### config.mk
export PLATFORM = sky130hd
export DESIGN_NAME = rx_frame_delim_flat
export DESIGN_NICKNAME = d
export VERILOG_FILES = /design/src/rtl/rx_frame_delim_if.sv /design/src/rtl/rx_frame_delim.sv /design/src/flat_wrapper.sv
export SDC_FILE = /design/constraint.sdc
export NUM_CORES = 1
export LEC_CHECK = 0
export CAP_MARGIN = 0
export CORE_MARGIN = 2
export CORE_UTILIZATION = 45
export CTS_CLUSTER_DIAMETER = 60
export DETAILED_ROUTE_END_ITERATION = 7
export MAX_ROUTING_LAYER = met4
export PLACE_DENSITY = 0.85
export REMOVE_ABC_BUFFERS = 1
export SLEW_MARGIN = 20
export SYNTH_ARGS = -nofsm -noshare
export SYNTH_HDL_FRONTEND = slang
export SYNTH_SLANG_ARGS = --single-unit
### constraint.sdc
create_clock -name rxclk -period 2.7 [get_ports rxclk]
set_clock_uncertainty 0.15 [all_clocks]
set_input_delay 0.405 -clock rxclk [delete_from_list [all_inputs] [get_ports rxclk]]
set_output_delay 0.405 -clock rxclk [all_outputs]
set_load 0.01 [all_outputs]
### src/rtl/rx_frame_delim_if.sv
// Signal bundle between the XGMII receive port and the RX framing stage.
// The slave side is the framing stage; the master side feeds it and consumes its outputs.
interface rx_frame_delim_if;
  logic [63:0] rxd64;
  logic [7:0]  rxc64;
  logic [63:0] rxd64_d1;
  logic [63:0] rxd64_d2;
  logic        receiving;
  logic        receiving_d1;
  logic        receiving_d2;
  logic        get_terminator;
  logic [2:0]  terminator_location;
  logic        code_err;
  logic        pream_err;
  logic        too_long;
  logic        frame_abort;

  modport master (
    output rxd64, rxc64,
    input  rxd64_d1, rxd64_d2, receiving, receiving_d1, receiving_d2,
    input  get_terminator, terminator_location, code_err, pream_err,
    input  too_long, frame_abort
  );

  modport slave (
    input  rxd64, rxc64,
    output rxd64_d1, rxd64_d2, receiving, receiving_d1, receiving_d2,
    output get_terminator, terminator_location, code_err, pream_err,
    output too_long, frame_abort
  );
endinterface

### src/rtl/rx_frame_delim.sv
// XGMII RX frame delimiter: finds Start/Terminate, realigns lane-4 starts onto
// 64-bit boundaries, checks preamble/SFD and flags coding, length and abort errors.
module rx_frame_delim #(
  parameter int TP        = 1,
  parameter int MAX_WORDS = 1520
) (
  input  logic            rxclk,
  input  logic            reset,
  rx_frame_delim_if.slave bus
);
  localparam int            CW       = $clog2(MAX_WORDS + 1);
  localparam logic [CW-1:0] MAX_CNT  = CW'(MAX_WORDS);
  localparam logic [CW-1:0] CNT_ONE  = CW'(1);
  localparam logic [7:0]    CH_START = 8'hFB;
  localparam logic [7:0]    CH_TERM  = 8'hFD;
  localparam logic [7:0]    CH_ERR   = 8'hFE;
  localparam logic [7:0]    CH_PRE   = 8'h55;
  localparam logic [7:0]    CH_SFD   = 8'hD5;

  typedef enum logic [1:0] {
    S_IDLE = 2'd0,
    S_PRE  = 2'd1,
    S_RECV = 2'd2,
    S_DROP = 2'd3
  } state_t;

  if (TP < 0 || MAX_WORDS < 1) begin : g_param_check
    $error("rx_frame_delim: TP must be >= 0 and MAX_WORDS >= 1");
  end

  // Lowest lane holding a Terminate; 8 means the word carries none.
  function automatic logic [3:0] term_lane(input logic [63:0] d, input logic [7:0] c);
    logic [3:0] lane;
    lane = 4'd8;
    for (int i = 7; i >= 0; i--) begin
      lane = (c[i] && (d[8*i +: 8] == CH_TERM)) ? 4'(i) : lane;
    end
    return lane;
  endfunction

  function automatic logic bad_bytes(input logic [63:0] d, input logic [7:0] c,
                                     input logic [3:0] lim);
    logic bad;
    bad = 1'b0;
    for (int i = 0; i < 8; i++) begin
      bad = bad | ((4'(i) < lim) &&
                   ((d[8*i +: 8] == CH_ERR) || (c[i] && (d[8*i +: 8] != CH_TERM))));
    end
    return bad;
  endfunction

  function automatic logic pream_ok(input logic [63:0] d, input logic [7:0] c);
    return (c == 8'h01) && (d[63:8] == {CH_SFD, {6{CH_PRE}}});
  endfunction

  logic [63:0]   rxd_r;
  logic [7:0]    rxc_r;
  logic [31:0]   rxd_p;
  logic [3:0]    rxc_p;
  logic          align_r;
  logic          err_r;
  logic [CW-1:0] cnt_r;
  state_t        state_r;

  logic [63:0]   dat_a_s;
  logic [7:0]    ctl_a_s;
  logic [3:0]    tl_s;
  logic          has_t_s;
  logic          word_bad_s;
  logic          start0_s;
  logic          start4_s;
  logic          accept_s;
  state_t        state_s;
  logic          align_s;
  logic          err_s;
  logic [CW-1:0] cnt_s;
  logic          recv_s;
  logic          get_t_s;
  logic [2:0]    loc_s;
  logic          cerr_s;
  logic          perr_s;
  logic          tlong_s;
  logic          abort_s;

  // Only the upper half of the previous word is needed for lane-4 realignment.
  assign dat_a_s    = align_r ? {rxd_r[31:0], rxd_p} : rxd_r;
  assign ctl_a_s    = align_r ? {rxc_r[3:0], rxc_p} : rxc_r;
  assign tl_s       = term_lane(dat_a_s, ctl_a_s);
  assign has_t_s    = ~tl_s[3];
  assign word_bad_s = bad_bytes(dat_a_s, ctl_a_s, tl_s);
  assign start0_s   = (rxc_r == 8'h01) && (rxd_r[7:0] == CH_START);
  assign start4_s   = (rxc_r[7:4] == 4'h1) && (rxd_r[39:32] == CH_START);

  // Input stage: register the raw XGMII word and keep the previous upper half.
  always_ff @(posedge rxclk or negedge reset) begin
    if (!reset) begin
      rxd_r <= 64'h0;
      rxc_r <= 8'h00;
      rxd_p <= 32'h0;
      rxc_p <= 4'h0;
    end else begin
      rxd_r <= bus.rxd64;
      rxc_r <= bus.rxc64;
      rxd_p <= rxd_r[63:32];
      rxc_p <= rxc_r[7:4];
    end
  end

  // Frame FSM next-state and per-word strobe decode.
  always_comb begin
    state_s  = state_r;
    align_s  = align_r;
    err_s    = err_r;
    cnt_s    = cnt_r;
    accept_s = 1'b0;
    recv_s   = 1'b0;
    get_t_s  = 1'b0;
    loc_s    = bus.terminator_location;
    cerr_s   = 1'b0;
    perr_s   = 1'b0;
    tlong_s  = 1'b0;
    abort_s  = 1'b0;
    case (state_r)
      S_IDLE: accept_s = start0_s | start4_s;
      S_PRE: begin
        if (pream_ok(dat_a_s, ctl_a_s)) begin
          state_s = S_RECV;
          err_s   = 1'b0;
        end else begin
          perr_s  = 1'b1;
          state_s = S_DROP;
        end
      end
      S_RECV: begin
        if (has_t_s) begin
          get_t_s  = 1'b1;
          loc_s    = tl_s[2:0];
          cerr_s   = err_r | word_bad_s;
          state_s  = S_IDLE;
          accept_s = start0_s | start4_s;
        end else if (start0_s || start4_s) begin
          abort_s  = 1'b1;
          accept_s = 1'b1;
        end else if (cnt_r == MAX_CNT) begin
          tlong_s = 1'b1;
          state_s = S_DROP;
        end else begin
          recv_s = 1'b1;
          cnt_s  = cnt_r + CNT_ONE;
          err_s  = err_r | word_bad_s;
        end
      end
      S_DROP: begin
        if (has_t_s || (ctl_a_s == 8'hFF)) begin
          state_s = S_IDLE;
        end else begin
          state_s = S_DROP;
        end
      end
      default: state_s = S_IDLE;
    endcase
    // A lane-0 start is checked at once; a lane-4 start needs the next word.
    if (accept_s) begin
      cnt_s = {CW{1'b0}};
      if (start0_s) begin
        align_s = 1'b0;
        if (pream_ok(rxd_r, rxc_r)) begin
          state_s = S_RECV;
          err_s   = 1'b0;
        end else begin
          perr_s  = 1'b1;
          state_s = S_DROP;
        end
      end else begin
        align_s = 1'b1;
        state_s = S_PRE;
      end
    end else begin
      align_s = align_s;
    end
  end

  // Frame control state.
  always_ff @(posedge rxclk or negedge reset) begin
    if (!reset) begin
      state_r <= S_IDLE;
      align_r <= 1'b0;
      err_r   <= 1'b0;
      cnt_r   <= {CW{1'b0}};
    end else begin
      state_r <= state_s;
      align_r <= align_s;
      err_r   <= err_s;
      cnt_r   <= cnt_s;
    end
  end

  // Registered outputs and their plain delay chain.
  always_ff @(posedge rxclk or negedge reset) begin
    if (!reset) begin
      bus.rxd64_d1            <= 64'h0;
      bus.rxd64_d2            <= 64'h0;
      bus.receiving           <= 1'b0;
      bus.receiving_d1        <= 1'b0;
      bus.receiving_d2        <= 1'b0;
      bus.get_terminator      <= 1'b0;
      bus.terminator_location <= 3'd0;
      bus.code_err            <= 1'b0;
      bus.pream_err           <= 1'b0;
      bus.too_long            <= 1'b0;
      bus.frame_abort         <= 1'b0;
    end else begin
      bus.rxd64_d1            <= dat_a_s;
      bus.rxd64_d2            <= bus.rxd64_d1;
      bus.receiving           <= recv_s;
      bus.receiving_d1        <= bus.receiving;
      bus.receiving_d2        <= bus.receiving_d1;
      bus.get_terminator      <= get_t_s;
      bus.terminator_location <= loc_s;
      bus.code_err            <= cerr_s;
      bus.pream_err           <= perr_s;
      bus.too_long            <= tlong_s;
      bus.frame_abort         <= abort_s;
    end
  end
endmodule

### src/flat_wrapper.sv
// flat-port wrapper written by rule: the top's interface ports become plain ports
module rx_frame_delim_flat 
#(
  parameter int TP        = 1,
  parameter int MAX_WORDS = 1520
)
  (rxclk, reset, bus_rxd64, bus_rxc64, bus_rxd64_d1, bus_rxd64_d2, bus_receiving, bus_receiving_d1, bus_receiving_d2, bus_get_terminator, bus_terminator_location, bus_code_err, bus_pream_err, bus_too_long, bus_frame_abort);
  rx_frame_delim_if bus_i ();
  input  logic rxclk;
  input  logic reset;
  input wire logic [$bits(bus_i.rxd64)-1:0] bus_rxd64;
  input wire logic [$bits(bus_i.rxc64)-1:0] bus_rxc64;
  output wire logic [$bits(bus_i.rxd64_d1)-1:0] bus_rxd64_d1;
  output wire logic [$bits(bus_i.rxd64_d2)-1:0] bus_rxd64_d2;
  output wire logic [$bits(bus_i.receiving)-1:0] bus_receiving;
  output wire logic [$bits(bus_i.receiving_d1)-1:0] bus_receiving_d1;
  output wire logic [$bits(bus_i.receiving_d2)-1:0] bus_receiving_d2;
  output wire logic [$bits(bus_i.get_terminator)-1:0] bus_get_terminator;
  output wire logic [$bits(bus_i.terminator_location)-1:0] bus_terminator_location;
  output wire logic [$bits(bus_i.code_err)-1:0] bus_code_err;
  output wire logic [$bits(bus_i.pream_err)-1:0] bus_pream_err;
  output wire logic [$bits(bus_i.too_long)-1:0] bus_too_long;
  output wire logic [$bits(bus_i.frame_abort)-1:0] bus_frame_abort;
  assign bus_i.rxd64 = bus_rxd64;
  assign bus_i.rxc64 = bus_rxc64;
  assign bus_rxd64_d1 = bus_i.rxd64_d1;
  assign bus_rxd64_d2 = bus_i.rxd64_d2;
  assign bus_receiving = bus_i.receiving;
  assign bus_receiving_d1 = bus_i.receiving_d1;
  assign bus_receiving_d2 = bus_i.receiving_d2;
  assign bus_get_terminator = bus_i.get_terminator;
  assign bus_terminator_location = bus_i.terminator_location;
  assign bus_code_err = bus_i.code_err;
  assign bus_pream_err = bus_i.pream_err;
  assign bus_too_long = bus_i.too_long;
  assign bus_frame_abort = bus_i.frame_abort;
  rx_frame_delim #(.TP(TP), .MAX_WORDS(MAX_WORDS)) u_core (.rxclk(rxclk), .reset(reset), .bus(bus_i));
endmodule
==> results of run 1 <==
[cell type report]
cell class / instances / area (sq um) / area share
sequential: 262 / 6560 / 0.4658
timing repair buffer: 343 / 3213 / 0.2281
clock buffer: 34 / 752.0 / 0.05339
tap: 275 / 344.1 / 0.02443
inverter: 12 / 45.04 / 0.003198
antenna: 1 / 2.502 / 0.0001777
multi-input combinational: 384 / 3025 / 0.2148
clock inverter: 14 / 141.4 / 0.01004
[registers in the layout (all words and copies together) (netlist names), 2 cells and up]
name and cells:
u_core.state_r 2, u_core.rxd_r 64, u_core.rxc_p 4, u_core.rxc_r 8
u_core.bus.terminator_location 3, u_core.bus.rxd64_d1 64, u_core.rxd_p 32, u_core.bus.rxd64_d2 64
u_core.cnt_r 11
[worst max-delay path by stage]
stage,start,end,slack (ps),cells after the start
after floorplan,u_core.align_r,u_core.cnt_r[7],-2430,8
after global placement,u_core.align_r,u_core.state_r[0],-290,9
after detailed placement,u_core.align_r,u_core.state_r[0],-480,9
after CTS,u_core.align_r,u_core.state_r[0],-110,9
after global routing,u_core.align_r,u_core.cnt_r[7],-330,9
final,u_core.align_r,u_core.cnt_r[7],-230,10
[layer usage]
layer | track usage | vias up | part of all wire
met5 | - | - | 0
met3 | 0.04098 | 48 | 0.074
met1 | 0.3355 | 3491 | 0.42
met4 | 0.05476 | 0 | 0.019
met2 | 0.4039 | 315 | 0.49
li1 | - | 3169 | -
[cell families (layout without fill, tap and decap cells)]
logic type,count (synthesis),count (layout),share of synthesized area
buffers and inverters,29,403,0.01667
flip-flops,262,262,0.6933
AO/OA/AOI/OAI,84,84,0.06060
multiplexers,68,68,0.08005
AND/OR/NAND/NOR,221,221,0.1368
adder cells (fa/ha/maj),6,6,0.007938
XOR/XNOR,5,5,0.004631
other,0,1,0
[layout by cell type, fill, tap and decap left out, types with 11 or more instances in the layout]
| cell type | instances |
|---|---|
| sky130_fd_sc_hd__clkdlybuf4s50_1 | 211 |
| sky130_fd_sc_hd__nand4_1 | 12 |
| sky130_fd_sc_hd__nor4_1 | 14 |
| sky130_fd_sc_hd__buf_4 | 117 |
| sky130_fd_sc_hd__o21ai_1 | 11 |
| sky130_fd_sc_hd__nand3b_1 | 12 |
| sky130_fd_sc_hd__nor2_1 | 19 |
| sky130_fd_sc_hd__nand2_1 | 39 |
| sky130_fd_sc_hd__dfrtp_1 | 261 |
| sky130_fd_sc_hd__nand3_1 | 33 |
| sky130_fd_sc_hd__nand2b_1 | 17 |
| sky130_fd_sc_hd__mux2_2 | 61 |
| sky130_fd_sc_hd__inv_1 | 11 |
| sky130_fd_sc_hd__clkbuf_16 | 27 |
| sky130_fd_sc_hd__a21oi_1 | 11 |
[report_power, final]
group          switching, mW  internal (mW)
Clock                   1.53           2.17
Combinational          0.526          0.580
Sequential             0.174           4.17
Total                   2.23           6.92
[metrics by stage]
step / worst slack [ps] / total power [mW] / hold WS, ps / utilization / instance area (sq um)
2_1_floorplan: -2430 / 4.741 / -40.59 / - / 9344
3_3_place_gp: -293.2 / 5.396 / 155.7 / 0.6111 / 12720
3_5_place_dp: -481.0 / 5.428 / 157.6 / 0.6111 / 12720
4_1_cts: -108.0 / 9.169 / 139.5 / 0.6654 / 13860
5_1_grt: -325.5 / 9.492 / 152.9 / 0.6764 / 14080
6_report: -234.1 / 9.143 / 161.6 / 0.6764 / 14080
[what timing repair did]
action	in CTS	in global routing
hold buffers	1	0
setup endpoints to repair	19	19
endpoints found under the hold margin	153	0
gates resized for setup	38	34
setup buffers	7	10
pin swaps	18	27
==> report_table.html, run 1 <==
<table>
<tr><th>Metric</th><th>Value</th></tr>
<tr><th colspan="2">Status</th></tr>
<tr><td>Outcome</td><td>finished with violations</td></tr>
<tr><td>Violated checks</td><td>setup timing</td></tr>
<tr><th colspan="2">Setup path</th></tr>
<tr><td>Slack of the worst reg-to-reg path</td><td>-230 ps</td></tr>
<tr><td>Cell chain of the critical path</td><td>buf_4, nand2_1, nor3_1, buf_4, o21ai_1, or4b_4, nor4_4, nand3_2, or4_1, o21ai_1</td></tr>
<tr><td>Critical path launch point type</td><td>flip-flop</td></tr>
<tr><td>Beginning of the worst register-to-register path</td><td>u_core.align_r</td></tr>
<tr><td>Cell with the largest stage delay on the worst path</td><td>sky130_fd_sc_hd__dfrtp_4</td></tr>
<tr><td>Largest driver fanout on the critical path</td><td>7</td></tr>
<tr><td>Destination of the worst register-to-register timing path</td><td>u_core.cnt_r[7]</td></tr>
<tr><td>Number of buffers and inverters on the critical path</td><td>2</td></tr>
<tr><td>Required time reported for the critical path endpoint</td><td>3000 ps</td></tr>
<tr><td>Dominant delay contributor by cell family on the critical path</td><td>simple AND/OR/NAND/NOR gates</td></tr>
<tr><td>Critical path arrival</td><td>3240 ps</td></tr>
<tr><td>Worst reg2reg path depth</td><td>10</td></tr>
<tr><td>Delay of the slowest critical-path stage</td><td>540 ps</td></tr>
<tr><td>Worst setup path class</td><td>reg -&gt; reg</td></tr>
<tr><td>Worst setup EP type</td><td>flip-flop</td></tr>
<tr><th colspan="2">Yosys</th></tr>
<tr><td>Top cells by area, synth</td><td>sky130_fd_sc_hd__dfrtp_1, sky130_fd_sc_hd__mux2_2, sky130_fd_sc_hd__nand3_1</td></tr>
<tr><td>Gate count of the mapped netlist</td><td>675</td></tr>
<tr><td>Synth cell count leaders</td><td>sky130_fd_sc_hd__dfrtp_1, sky130_fd_sc_hd__mux2_2, sky130_fd_sc_hd__nand2_1</td></tr>
<tr><td>Flip-flop cell with the highest count after synthesis</td><td>sky130_fd_sc_hd__dfrtp_1</td></tr>
<tr><td>Yosys top cell area share</td><td>0.6933</td></tr>
<tr><td>Count leader, synth</td><td>sky130_fd_sc_hd__dfrtp_1</td></tr>
<tr><td>Library cell occupying the most area in the post-synthesis netlist</td><td>sky130_fd_sc_hd__dfrtp_1</td></tr>
<tr><td>EDFF count, synth</td><td>0</td></tr>
<tr><td>Number of distinct standard cells referenced by the synthesized netlist</td><td>66</td></tr>
<tr><td>Synthesized area divided by synthesized cell count</td><td>14.01 sq um</td></tr>
<tr><td>Count of synthesis-stage warnings from yosys</td><td>0</td></tr>
<tr><td>Netlist area before placement</td><td>9457 sq um</td></tr>
<tr><td>Fraction of synthesis flops using an asynchronous set or reset pin</td><td>1.000</td></tr>
<tr><td>Sequential share of the synthesized area</td><td>0.6933</td></tr>
<tr><td>Synthesized flop and latch total</td><td>262</td></tr>
<tr><th colspan="2">Route</th></tr>
<tr><td>Detailed-route wire length per cell</td><td>around 20 um</td></tr>
<tr><td>Vias</td><td>~7k</td></tr>
<tr><td>DRT Wirelength</td><td>26860 um</td></tr>
<tr><td>Via/cell ratio</td><td>around 5.3</td></tr>
<tr><td>DRC viols</td><td>0</td></tr>
<tr><td>Remaining antenna violation count after routing</td><td>0</td></tr>
<tr><td>Iteration-0 DRC count of the detailed router</td><td>472</td></tr>
<tr><td>First-pass iteration count of the detailed router</td><td>5</td></tr>
<tr><th colspan="2">Placement</th></tr>
<tr><td>Number of input and output port buffers inserted</td><td>212</td></tr>
<tr><td>Final weighted congestion of routability-driven global placement</td><td>between 0.9 and 1</td></tr>
<tr><td>HPWL after detailed placement</td><td>19370 um</td></tr>
<tr><td>Placed insts</td><td>1259</td></tr>
<tr><th colspan="2">Min path</th></tr>
<tr><td>Cell count of the worst hold path</td><td>1</td></tr>
<tr><td>Critical hold path startpoint</td><td>bus_rxd64[1]</td></tr>
<tr><td>Hold EP</td><td>u_core.rxd_r[1]</td></tr>
<tr><td>Min-delay worst type</td><td>in -&gt; reg</td></tr>
<tr><th colspan="2">GRT</th></tr>
<tr><td>Remaining global-route overflow</td><td>0</td></tr>
<tr><td>Number of global-route vias before repair</td><td>~7.3k</td></tr>
<tr><td>Initial antenna violation count</td><td>1</td></tr>
<tr><td>Wire length of the first global-routing pass</td><td>between 40000 and 50000 um</td></tr>
<tr><td>Pin count of the biggest net entering global routing</td><td>70</td></tr>
<tr><td>Aggregate global-route resource usage</td><td>0.2491</td></tr>
<tr><th colspan="2">Floorplanning</th></tr>
<tr><td>Site row count</td><td>53</td></tr>
<tr><td>Area of the die</td><td>22190 sq um</td></tr>
<tr><td>Starting Density</td><td>0.4542</td></tr>
<tr><td>Boundary Pins</td><td>213</td></tr>
<tr><td>Std-Cell Core Area</td><td>20820 sq um</td></tr>
<tr><td>Horizontal die dimension</td><td>149.0 um</td></tr>
<tr><td>Vertical die dimension</td><td>149.0 um</td></tr>
<tr><th colspan="2">Power</th></tr>
<tr><td>Pwr dens</td><td>~650 nW/um^2</td></tr>
<tr><td>Peak supply drop</td><td>0.5387 mV</td></tr>
<tr><td>Leakage power</td><td>6.019 nW</td></tr>
<tr><th colspan="2">Timing</th></tr>
<tr><td>RSZ-0062 raised after global routing</td><td>true</td></tr>
<tr><td>Final Hold Fails</td><td>0</td></tr>
<tr><td>Endpoints failing setup</td><td>15</td></tr>
<tr><td>Number of pins with negative max-slew slack in the final report</td><td>0</td></tr>
<tr><td>Min cycle time layout</td><td>2934 ps</td></tr>
<tr><td>Fmax</td><td>approximately 0.34 GHz</td></tr>
<tr><td>Period utilisation layout</td><td>1.087</td></tr>
<tr><td>Slew of the pin with the lowest slew margin</td><td>607.2 ps</td></tr>
<tr><td>Slack of the critical path</td><td>-234.1 ps</td></tr>
<tr><td>Setup Total Neg Slack</td><td>-1666 ps</td></tr>
<tr><td>Worst slew slack as a fraction of its limit</td><td>0.5915</td></tr>
<tr><th colspan="2">Clock network</th></tr>
<tr><td>CTS buffer count</td><td>27</td></tr>
<tr><td>Clock-pin slew reported for the worst setup and hold paths after clock tree synthesis</td><td>~60 ps</td></tr>
<tr><td>Latest clock arrival within the worst-skew pair</td><td>530 ps</td></tr>
<tr><td>Buffer type at the clock tree root</td><td>sky130_fd_sc_hd__clkbuf_16</td></tr>
<tr><td>H-Tree Level Count</td><td>1</td></tr>
<tr><td># clock sinks</td><td>262</td></tr>
<tr><td>CTS tree</td><td>built</td></tr>
<tr><td>Worst-case clock buffer depth</td><td>3</td></tr>
<tr><th colspan="2">Final layout</th></tr>
<tr><td>Count of placed standard cells in the final layout, fillers left out</td><td>about 1.3k</td></tr>
<tr><td>Final layout net count</td><td>1110</td></tr>
<tr><td>Share of post-route cells with drive strength above 1</td><td>0.2707</td></tr>
<tr><td>Area growth from synthesis to layout</td><td>48.93%</td></tr>
<tr><td>Fill cell total of the finished layout</td><td>1470</td></tr>
<tr><th colspan="2">Flow run</th></tr>
<tr><td>MaxCap Viol Count</td><td>0</td></tr>
</table>
Note: power is estimated with default switching activity, not from simulation.
==> run 2, diff against run 1 <==
--- a/config.mk
+++ b/config.mk
@@ -7,11 +7,11 @@
 export LEC_CHECK = 0
 export CAP_MARGIN = 0
 export CORE_MARGIN = 2
-export CORE_UTILIZATION = 45
+export CORE_UTILIZATION = 54
 export CTS_CLUSTER_DIAMETER = 60
 export DETAILED_ROUTE_END_ITERATION = 7
 export MAX_ROUTING_LAYER = met4
-export PLACE_DENSITY = 0.85
+export PLACE_DENSITY = 0.94
 export REMOVE_ABC_BUFFERS = 1
 export SLEW_MARGIN = 20
 export SYNTH_ARGS = -nofsm -noshare
==> constraint.sdc (replaced) <==
create_clock -name rxclk -period 3.5 [get_ports rxclk]
set_clock_uncertainty 0.15 [all_clocks]
set_input_delay 0.525 -clock rxclk [delete_from_list [all_inputs] [get_ports rxclk]]
set_output_delay 0.525 -clock rxclk [all_outputs]
set_load 0.01 [all_outputs]
==> run 2 against run 1 <==
Net effect:
- the flow now finishes without violations
- worst setup slack improved by 440 ps
- utilization increased by 6.4 points
- cell area decreased by 9.4%
- sequential cell count unchanged
- sequential share of layout area increased by 4.8 points
- clock power decreased by 26%
- via count decreased by 3.5%
==> report_table.html, run 2 (synthesis results as in run 1) <==
<table>
<tr><th>Metric</th><th>Value</th></tr>
<tr><th colspan="2">Final layout</th></tr>
<tr><td>Most frequent standard cell in the layout excluding fill and tap cells</td><td>sky130_fd_sc_hd__dfrtp_1</td></tr>
<tr><td>Top library cells by usage in the layout, fill and taps aside</td><td>sky130_fd_sc_hd__dfrtp_1, sky130_fd_sc_hd__clkdlybuf4s50_1, sky130_fd_sc_hd__mux2_2, sky130_fd_sc_hd__nand2_1, sky130_fd_sc_hd__nand3_1</td></tr>
<tr><td>Fill cell total of the finished layout</td><td>about 1.1k</td></tr>
<tr><td>Area growth from synthesis to layout</td><td>35.00%</td></tr>
<tr><td>Number of antenna cells inserted</td><td>0</td></tr>
<tr><td>Share of post-route cells with drive strength above 1</td><td>0.1340</td></tr>
<tr><td>Final layout net count</td><td>993</td></tr>
<tr><td>Count of placed standard cells in the final layout, fillers left out</td><td>1158</td></tr>
<tr><td>Final design area excluding fillers</td><td>12770 sq um</td></tr>
<tr><td>Leading registers by flop count</td><td>u_core.bus.rxd64_d1 (64), u_core.bus.rxd64_d2 (64), u_core.rxd_r (64)</td></tr>
<tr><td>Share of the core filled with cells</td><td>0.7406</td></tr>
<tr><th colspan="2">Setup path</th></tr>
<tr><td>Largest driver fanout on the critical path</td><td>25</td></tr>
<tr><td>Worst setup path class</td><td>reg -&gt; reg</td></tr>
<tr><td>Required time reported for the critical path endpoint</td><td>approximately 3800 ps</td></tr>
<tr><td>Critical path launch point type</td><td>flip-flop</td></tr>
<tr><td>Critical path arrival</td><td>3590 ps</td></tr>
<tr><td>Worst setup EP type</td><td>flip-flop</td></tr>
<tr><th colspan="2">Route</th></tr>
<tr><td>Iteration-0 DRC count of the detailed router</td><td>601</td></tr>
<tr><td>First-pass iteration count of the detailed router</td><td>8</td></tr>
<tr><td>Remaining antenna violation count after routing</td><td>0</td></tr>
<tr><td>Detailed-route wire length per cell</td><td>about 22 um</td></tr>
<tr><td>DRT Wirelength</td><td>around 26000 um</td></tr>
<tr><td>Vias</td><td>6775</td></tr>
<tr><td>Via/cell ratio</td><td>5.851</td></tr>
<tr><td>DRC viols</td><td>0</td></tr>
<tr><th colspan="2">Placement</th></tr>
<tr><td>HPWL after detailed placement</td><td>18420 um</td></tr>
<tr><td>Number of input and output port buffers inserted</td><td>~210</td></tr>
<tr><td>Placed insts</td><td>1108</td></tr>
<tr><td>Placement Setup Slack</td><td>about 120 ps</td></tr>
<tr><td>Area after DPL</td><td>11880 sq um</td></tr>
<tr><td>Final weighted congestion of routability-driven global placement</td><td>between 0.9 and 1</td></tr>
<tr><th colspan="2">Clock network</th></tr>
<tr><td>H-Tree Level Count</td><td>1</td></tr>
<tr><td>Worst-case clock buffer depth</td><td>3</td></tr>
<tr><td>Buffer type at the clock tree root</td><td>sky130_fd_sc_hd__clkbuf_16</td></tr>
<tr><td>CTS buffer count</td><td>26</td></tr>
<tr><td># clock sinks</td><td>262</td></tr>
<tr><td>Clock-pin slew reported for the worst setup and hold paths after clock tree synthesis</td><td>~60 ps</td></tr>
<tr><td>CTS tree</td><td>built</td></tr>
<tr><td>Latest clock arrival within the worst-skew pair</td><td>530 ps</td></tr>
<tr><th colspan="2">Timing</th></tr>
<tr><td>Endpoints failing setup</td><td>0</td></tr>
<tr><td>Period utilisation layout</td><td>0.9423</td></tr>
<tr><td>Final Hold Fails</td><td>0</td></tr>
<tr><td>Fmax</td><td>0.3032 GHz</td></tr>
<tr><td>Minimum hold slack</td><td>222.8 ps</td></tr>
<tr><td>RSZ-0062 raised after global routing</td><td>false</td></tr>
<tr><td>Slew of the pin with the lowest slew margin</td><td>roughly 700 ps</td></tr>
<tr><td>Min cycle time layout</td><td>3298 ps</td></tr>
<tr><td>Setup Total Neg Slack</td><td>0 ps</td></tr>
<tr><td>Slack of the critical path</td><td>201.9 ps</td></tr>
<tr><td>Number of pins with negative max-slew slack in the final report</td><td>0</td></tr>
<tr><td>Worst slew slack as a fraction of its limit</td><td>0.5296</td></tr>
<tr><th colspan="2">Floorplanning</th></tr>
<tr><td>Starting Density</td><td>0.5486</td></tr>
<tr><td>Site row count</td><td>48</td></tr>
<tr><td>Vertical die dimension</td><td>136.3 um</td></tr>
<tr><td>Horizontal die dimension</td><td>about 140 um</td></tr>
<tr><td>Boundary Pins</td><td>213</td></tr>
<tr><td>Area of the die</td><td>roughly 19000 sq um</td></tr>
<tr><td>Std-Cell Core Area</td><td>approximately 17000 sq um</td></tr>
<tr><th colspan="2">GRT</th></tr>
<tr><td>Initial antenna violation count</td><td>0</td></tr>
<tr><td>Wire length of the first global-routing pass</td><td>40300 um</td></tr>
<tr><td>Met2 capacity usage during global routing</td><td>0.4866</td></tr>
<tr><td>Number of global-route vias before repair</td><td>7096</td></tr>
<tr><td>Layer carrying the most global-route usage</td><td>met2</td></tr>
<tr><td>Aggregate global-route resource usage</td><td>0.2961</td></tr>
<tr><td>Pin count of the biggest net entering global routing</td><td>99</td></tr>
<tr><td>Routing usage on met3</td><td>0.07010</td></tr>
<tr><td>Remaining global-route overflow</td><td>0</td></tr>
<tr><td>Met1 usage</td><td>0.3604</td></tr>
<tr><th colspan="2">Power</th></tr>
<tr><td>Leakage power</td><td>roughly 5.3 nW</td></tr>
<tr><td>Power Total</td><td>6.809 mW</td></tr>
<tr><td>Pwr dens</td><td>~530 nW/um^2</td></tr>
<tr><td>Switching power as a share of total power</td><td>0.2419</td></tr>
<tr><td>Peak supply drop</td><td>around 0.45 mV</td></tr>
<tr><td>Sequential cell fraction of total power</td><td>0.497</td></tr>
<tr><td>NetSw</td><td>1.647 mW</td></tr>
<tr><td>Internal power consumption</td><td>around 5.2 mW</td></tr>
<tr><td>Clock power share</td><td>0.400</td></tr>
<tr><td>Logic gate share of total power</td><td>0.103</td></tr>
<tr><th colspan="2">Status</th></tr>
<tr><td>Outcome</td><td>finished clean</td></tr>
<tr><th colspan="2">Min path</th></tr>
<tr><td>Min-delay worst type</td><td>reg -&gt; reg</td></tr>
<tr><th colspan="2">Flow run</th></tr>
<tr><td>MaxCap Viol Count</td><td>0</td></tr>
</table>
## run 2: power by group through the flow
stage	registers [mW]	clock network (mW)	logic (mW)
after global routing	3.40	2.88	0.766
after global placement	3.41	0	0.679
after CTS	3.38	2.76	0.704
after detailed placement	3.43	0	0.695
final	3.38	2.72	0.703
after floorplan	3.42	0	0.239
## run 2: cell type report
type                            instances  area [sq um]  share of cell area
Clock buffer                           38         797.0             0.06243
Clock inverter                         10         60.06            0.004704
Inverter                               12         45.04            0.003528
Multi-Input combinational cell        384          2743              0.2148
Sequential cell                       262          6560              0.5139
Tap cell                              225         281.5             0.02205
Timing Repair Buffer                  227          2280              0.1786
## run 2: per-layer routing
layer | up-vias | wire length [um]
li1 | 2922 | -
met1 | 3345 | 9782
met2 | 414 | 12980
met3 | 94 | 2289
met4 | 0 | 994
met5 | - | 0
## run 2: worst paths after layout
path,from,endpoint,slack (ps),cells after the start
setup reg to reg,u_core.align_r,u_core.cnt_r[7],200,9
max in group asynchronous,reset,u_core.bus.rxd64_d2[4],1920,3
min in group asynchronous,reset,u_core.bus.rxd64_d2[11],420,2
hold reg to reg,u_core.bus.rxd64_d1[10],u_core.bus.rxd64_d2[10],220,0
setup / recovery,u_core.align_r,u_core.cnt_r[7],200,9
hold / removal,u_core.bus.rxd64_d1[10],u_core.bus.rxd64_d2[10],220,0
## run 2: critical path, cell delays in order, from the launching register on
cell and delay, ps:
sky130_fd_sc_hd__dfrtp_4 620, sky130_fd_sc_hd__buf_12 220, sky130_fd_sc_hd__nand3_1 80, sky130_fd_sc_hd__o21ai_1 90, sky130_fd_sc_hd__and3_1 240, sky130_fd_sc_hd__or4b_1 680
sky130_fd_sc_hd__nor4_4 490, sky130_fd_sc_hd__nand3_2 160, sky130_fd_sc_hd__or4_1 420, sky130_fd_sc_hd__o21ai_1 90
## run 2: what timing repair did
action | CTS | global route
buffers inserted | 0 | 1
endpoints found under the hold margin | 67 | 0
hold buffers | 1 | 0
setup endpoints to repair | 0 | 7
resized for setup | 0 | 0
